## src/rtl/rtc_bus_arbiter.sv

```systemverilog
// rtl/rtc_bus_arbiter.sv - three-way arbiter for the shared RTC bus transaction engine
// Timeout guards against a hung engine; aging promotes the periodic reader (2) when starved.
module rtc_bus_arbiter #(
  parameter logic [15:0] TIMEOUT  = 16'd2000,
  parameter logic [7:0]  MAX_WAIT = 8'd64
) (
  input  logic        clk,
  input  logic        reset,
  input  logic [2:0]  req_i,
  input  logic [2:0]  we_i,
  input  logic [23:0] addr_i,
  input  logic [23:0] wdata_i,
  output logic [2:0]  gnt_o,
  output logic [2:0]  done_o,
  output logic [7:0]  rdata_o,
  output logic        err_o,
  output logic        busy_o,
  output logic        bus_start,
  output logic        bus_we,
  output logic [7:0]  bus_addr,
  output logic [7:0]  bus_wdata,
  input  logic        bus_fin,
  input  logic [7:0]  bus_rdata
);

  typedef enum logic [1:0] {S_IDLE, S_ISSUE, S_WAIT, S_RELEASE} state_e;

  state_e      state_q;
  logic [2:0]  owner_q;
  logic        we_q;
  logic [7:0]  addr_q;
  logic [7:0]  wdata_q;
  logic [15:0] tcnt_q;
  logic [7:0]  age2_q;

  logic [2:0]  win_oh_d;
  logic        win_we_d;
  logic [7:0]  win_addr_d;
  logic [7:0]  win_wdata_d;

  // Aged requester 2 beats everyone; otherwise lowest index wins.
  always_comb begin
    win_oh_d = 3'b100;
    if (req_i[2] && (age2_q >= MAX_WAIT)) win_oh_d = 3'b100;
    else if (req_i[0])                    win_oh_d = 3'b001;
    else if (req_i[1])                    win_oh_d = 3'b010;
    win_we_d    = |(we_i & win_oh_d);
    win_addr_d  = ({8{win_oh_d[0]}} & addr_i[7:0])   |
                  ({8{win_oh_d[1]}} & addr_i[15:8])  |
                  ({8{win_oh_d[2]}} & addr_i[23:16]);
    win_wdata_d = ({8{win_oh_d[0]}} & wdata_i[7:0])  |
                  ({8{win_oh_d[1]}} & wdata_i[15:8]) |
                  ({8{win_oh_d[2]}} & wdata_i[23:16]);
  end

  always_ff @(posedge clk) begin
    if (reset) begin
      state_q   <= S_IDLE;
      owner_q   <= 3'b000;
      we_q      <= 1'b0;
      addr_q    <= 8'h00;
      wdata_q   <= 8'h00;
      tcnt_q    <= 16'd0;
      age2_q    <= 8'd0;
      gnt_o     <= 3'b000;
      done_o    <= 3'b000;
      rdata_o   <= 8'h00;
      err_o     <= 1'b0;
      busy_o    <= 1'b0;
      bus_start <= 1'b0;
      bus_we    <= 1'b0;
      bus_addr  <= 8'h00;
      bus_wdata <= 8'h00;
    end else begin
      if (!req_i[2] || gnt_o[2])  age2_q <= 8'd0;
      else if (age2_q != 8'hFF)   age2_q <= age2_q + 8'd1;

      case (state_q)
        S_IDLE: begin
          if (|req_i) begin
            owner_q <= win_oh_d;
            gnt_o   <= win_oh_d;
            we_q    <= win_we_d;
            addr_q  <= win_addr_d;
            wdata_q <= win_wdata_d;
            busy_o  <= 1'b1;
            state_q <= S_ISSUE;
          end
        end
        S_ISSUE: begin
          bus_start <= 1'b1;
          bus_we    <= we_q;
          bus_addr  <= addr_q;
          bus_wdata <= wdata_q;
          tcnt_q    <= 16'd0;
          state_q   <= S_WAIT;
        end
        S_WAIT: begin
          bus_start <= 1'b0;
          if (bus_fin || (tcnt_q == TIMEOUT - 16'd1)) begin
            // A fin landing on the terminal count still wins over the timeout.
            if (bus_fin) begin
              if (!we_q) rdata_o <= bus_rdata;
            end else begin
              err_o   <= 1'b1;
              rdata_o <= 8'hFF;
            end
            done_o    <= owner_q;
            gnt_o     <= 3'b000;
            bus_we    <= 1'b0;
            bus_addr  <= 8'h00;
            bus_wdata <= 8'h00;
            state_q   <= S_RELEASE;
          end else begin
            tcnt_q <= tcnt_q + 16'd1;
          end
        end
        S_RELEASE: begin
          done_o  <= 3'b000;
          err_o   <= 1'b0;
          busy_o  <= 1'b0;
          owner_q <= 3'b000;
          state_q <= S_IDLE;
        end
        default: state_q <= S_IDLE;
      endcase
    end
  end

endmodule

```

## config.mk

```make
export PLATFORM = sky130hd
export DESIGN_NAME = rtc_bus_arbiter
export DESIGN_NICKNAME = d
export VERILOG_FILES = /design/src/rtl/rtc_bus_arbiter.sv
export SDC_FILE = /design/constraint.sdc
export NUM_CORES = 1
export LEC_CHECK = 0
export CAP_MARGIN = 15
export CORE_MARGIN = 2
export CORE_UTILIZATION = 63
export CTS_BUF_LIST = sky130_fd_sc_hd__clkbuf_16
export CTS_CLUSTER_SIZE = 8
export DETAILED_ROUTE_END_ITERATION = 16
export DONT_BUFFER_PORTS = 1
export PLACE_DENSITY = 0.78
export SYNTH_ARGS = -nofsm -noshare
export SYNTH_HDL_FRONTEND = slang
export SYNTH_SLANG_ARGS = --single-unit
```

## constraint.sdc

```tcl
create_clock -name clk -period 2.7 [get_ports clk]
set_input_delay 0.27 -clock clk [delete_from_list [all_inputs] [get_ports clk]]
set_output_delay 0.27 -clock clk [all_outputs]
set_load 0.01 [all_outputs]
```

==> results.sh <==
export IMPL_status="finished clean"
export IMPL_use_met3=0.06293
export IMPL_ys_seq_elements=80
export IMPL_synth_edf_count=0
export IMPL_worst_skew_pair_late_latency_ps=330
export IMPL_seq_area_frac_synth=0.3914
export IMPL_rsz0062_at_grt="no"
export IMPL_final_core_utilization=0.6976
export IMPL_io_buffers=0
export IMPL_final_area_sq_um=4404
export IMPL_cts_sinks=80
export IMPL_grt_first_pass_wirelength_um=15110
export IMPL_htree_num_levels=3
export IMPL_grt_max_degree=52
export IMPL_synth_cell_types=53
export IMPL_drt_vias_per_instance=6.162
export IMPL_antenna_found_initial=0
export IMPL_p_per_area_nw_per_um2=842.3
export IMPL_drtIter0Drc=230
export IMPL_yosysMostFrequentCell="dfxtp_1"
export IMPL_drive_gt1_frac=0.06452
export IMPL_die_x_um=84.59
export IMPL_area_growth_synth_to_final_pct=7.645
export IMPL_slew_headroom=0.4329
export IMPL_nets=593
export IMPL_worstReg2RegStart="tcnt_q[0]"
export IMPL_rows=29
export IMPL_met2_usage=0.4016
export IMPL_via_count=3722
export IMPL_io_pins=99
export IMPL_p_leak_nw=1.609
export IMPL_path_buf_inv=0
export IMPL_avgRoutedWirePerCell_um=15.05
export IMPL_switchingPower_mw=1.331
export IMPL_fmax_mhz=430.5
export IMPL_critPathCaptureType="register"
export IMPL_r2r_slack_ps=380
export IMPL_finalMaxSlewViolations=0
export IMPL_min_delay_worst_endpoint="we_q"
export IMPL_combPwrFrac=0.289
export IMPL_start_util=0.6480
export IMPL_hold_viol=0
export IMPL_netlist_area_leader_share=0.3914
export IMPL_clock_root_buffer="clkbuf_16"
export IMPL_netlist_instances=541
export IMPL_fill_cells=521
export IMPL_crit_slowest_cell="or4_4"
export IMPL_path_max_fanout=17
export IMPL_core_area_sq_um=6314
export IMPL_start_kind="register"
export IMPL_first_pass_iters=4
export IMPL_async_reset_ff_frac=0
export IMPL_post_cts_setup_buffer_count=0
export IMPL_switching_share=0.3587
export IMPL_yosysTopAreaCell="dfxtp_1"
export IMPL_drc=0
export IMPL_placed_cell_area_sq_um=4104
export IMPL_intPower_mw=2.379
export IMPL_ff2ff_path_depth=5
export IMPL_gr_max_usage_layer="met2"
export IMPL_crit_family="simple AND/OR/NAND/NOR gates"
export IMPL_worstMarginPinSlew_ps=850.7
export IMPL_wirelength_um=9089
export IMPL_syn_area_sq_um=4091
export IMPL_hpwl_um=6199
export IMPL_die_area_sq_um=7155
export IMPL_grt_pass1_vias=3336
export IMPL_postRouteAntennaNets=0
export IMPL_synth_nets=612
export IMPL_grtUsageMet1=0.3346
export IMPL_holdPathStages=1
export IMPL_synth_common_cells="80 x dfxtp_1, 58 x nor2_1, 55 x inv_1, 48 x nand2_1, 45 x a21oi_1"
export IMPL_die_h_um=84.59
export IMPL_r2r_end="bus_addr[3]"
export IMPL_synth_flop_cell="dfxtp_1"
export IMPL_fin_crit_sh=0.8604
export IMPL_critPathKind="register to register"
export IMPL_pwr_share_clk=0.304
export IMPL_critical_path_max_stage_delay_ps=750
export IMPL_drv_cap=0
export IMPL_min_path_type="primary input to register"
export IMPL_synthTopCellsByArea="dfxtp_1 39%, a31oi_1 6.1%, a21oi_1 5.5%, nor2_1 5.3%, inv_1 5.0%"
export IMPL_yosys_warnings=0
export IMPL_postSynthAreaPerCell_sq_um=7.563
export IMPL_hp_start="reset"
export IMPL_clk_path_buf_depth=2
export IMPL_seq_area_sq_um=1602
export IMPL_multi_input_area_sq_um=2151
export IMPL_cts_buffers=9
export IMPL_path_cells="ha_1 > nand3_1 > or4_4 > a21oi_4 > o21ai_1"
export IMPL_path_clk_slew_ps=60
export IMPL_cp_required_ps=2900
export IMPL_grt_overflow_total=0
export IMPL_globalplace_congestion=0.8857
export IMPL_ir_worst_vdd_uv=516.6
export IMPL_tritoncts="built"
export IMPL_fin_tns_setup_ps=0
export IMPL_fin_crit_ps=2323
export IMPL_pwr_share_seq=0.408
export IMPL_n_antenna_cell=0
export IMPL_finalSetupViolations=0
export IMPL_worst_clock_skew_ps=4.800
export IMPL_worstPathArrival_ps=2520
export IMPL_grt_usage=0.2542
stage by stage:
step	setup slack, ps	instances	hold slack, ps	total power, mW
after floorplan	718.8	541	435.7	2.366
after global placement	494.1	586	345.4	2.567
after detailed placement	402.1	586	347.6	2.598
after CTS	379.5	603	0.3592	3.721
after global routing	260.9	604	2.910	3.932
final	377.1	604	18.79	3.710
power by group through the flow:
| stage | Clock (mW) | Sequential, mW | Combinational [mW] |
|---|---|---|---|
| 2_1_floorplan | 0 | 1.50 | 0.868 |
| 3_3_place_gp | 0 | 1.53 | 1.04 |
| 3_5_place_dp | 0 | 1.54 | 1.06 |
| 4_1_cts | 1.14 | 1.51 | 1.07 |
| 5_1_grt | 1.18 | 1.53 | 1.21 |
| 6_report | 1.13 | 1.51 | 1.07 |
flip-flops by register name, summed over array words and instances, names as in the netlist:
signal,count
err_o,1
bus_addr,8
addr_q,8
age2_q,8
owner_q,3
tcnt_q,16
we_q,1
busy_o,1
bus_start,1
gnt_o,3
wdata_q,8
bus_wdata,8
rdata_o,8
bus_we,1
done_o,3
state_q,2
layer usage:
layer,part of all wire,vias to the layer above
met4,0.021,0
met2,0.45,129
met1,0.46,1680
met3,0.071,15
li1,-,1898
met5,0,-
how the worst max path moves through the flow:
stage	startpoint	to	slack [ps]	depth (start not counted)
after detailed placement	tcnt_q[0]	bus_addr[5]	400	5
after global routing	tcnt_q[0]	bus_addr[2]	260	5
final	tcnt_q[0]	bus_addr[3]	380	5
after CTS	tcnt_q[0]	bus_addr[3]	380	5
after floorplan	tcnt_q[4]	bus_addr[0]	720	5
after global placement	tcnt_q[0]	bus_addr[4]	490	5
layout by cell type (no fill, tap or decap), types with 5 or more instances in the layout:
master	instances
dfxtp_1	80
nor2_1	58
inv_1	55
nand2_1	48
a21oi_1	45
a31oi_1	40
o21ai_1	25
nand3_1	24
o221ai_1	17
o21ai_0	16
nor4_1	9
clkbuf_16	9
ha_1	6
buf_4	6
nor2b_1	5
nand2b_1	5
timing repair:
action	CTS	global route
hold buffers	1	1
endpoints found under the hold margin	4	1
gates resized for setup	0	0
logic make-up (layout without fill, tap and decap cells):
kind of cell | Yosys count | in the layout | synth area share
flip-flops | 80 | 80 | 0.3914
AND/OR/NAND/NOR | 179 | 179 | 0.2125
XOR/XNOR | 2 | 2 | 0.004282
adder cells (fa/ha/maj) | 6 | 6 | 0.01835
buffers and inverters | 94 | 80 | 0.08899
multiplexers | 2 | 2 | 0.004893
AO/OA/AOI/OAI | 178 | 178 | 0.2795
final cells by class:
class                           instances  area share
Clock buffer                            9     0.05114
Clock inverter                          7     0.01250
Inverter                               56     0.04773
Multi-Input combinational cell        367      0.4884
Sequential cell                        80      0.3636
Tap cell                               77     0.02188
Timing Repair Buffer                    8     0.01477
worst register-to-register path: stages, from the launching register on:
cell	delay, ps
dfxtp_1	380
ha_1	190
nand3_1	290
or4_4	750
a21oi_4	440
o21ai_1	150
Power figures use the tool's default switching activity.
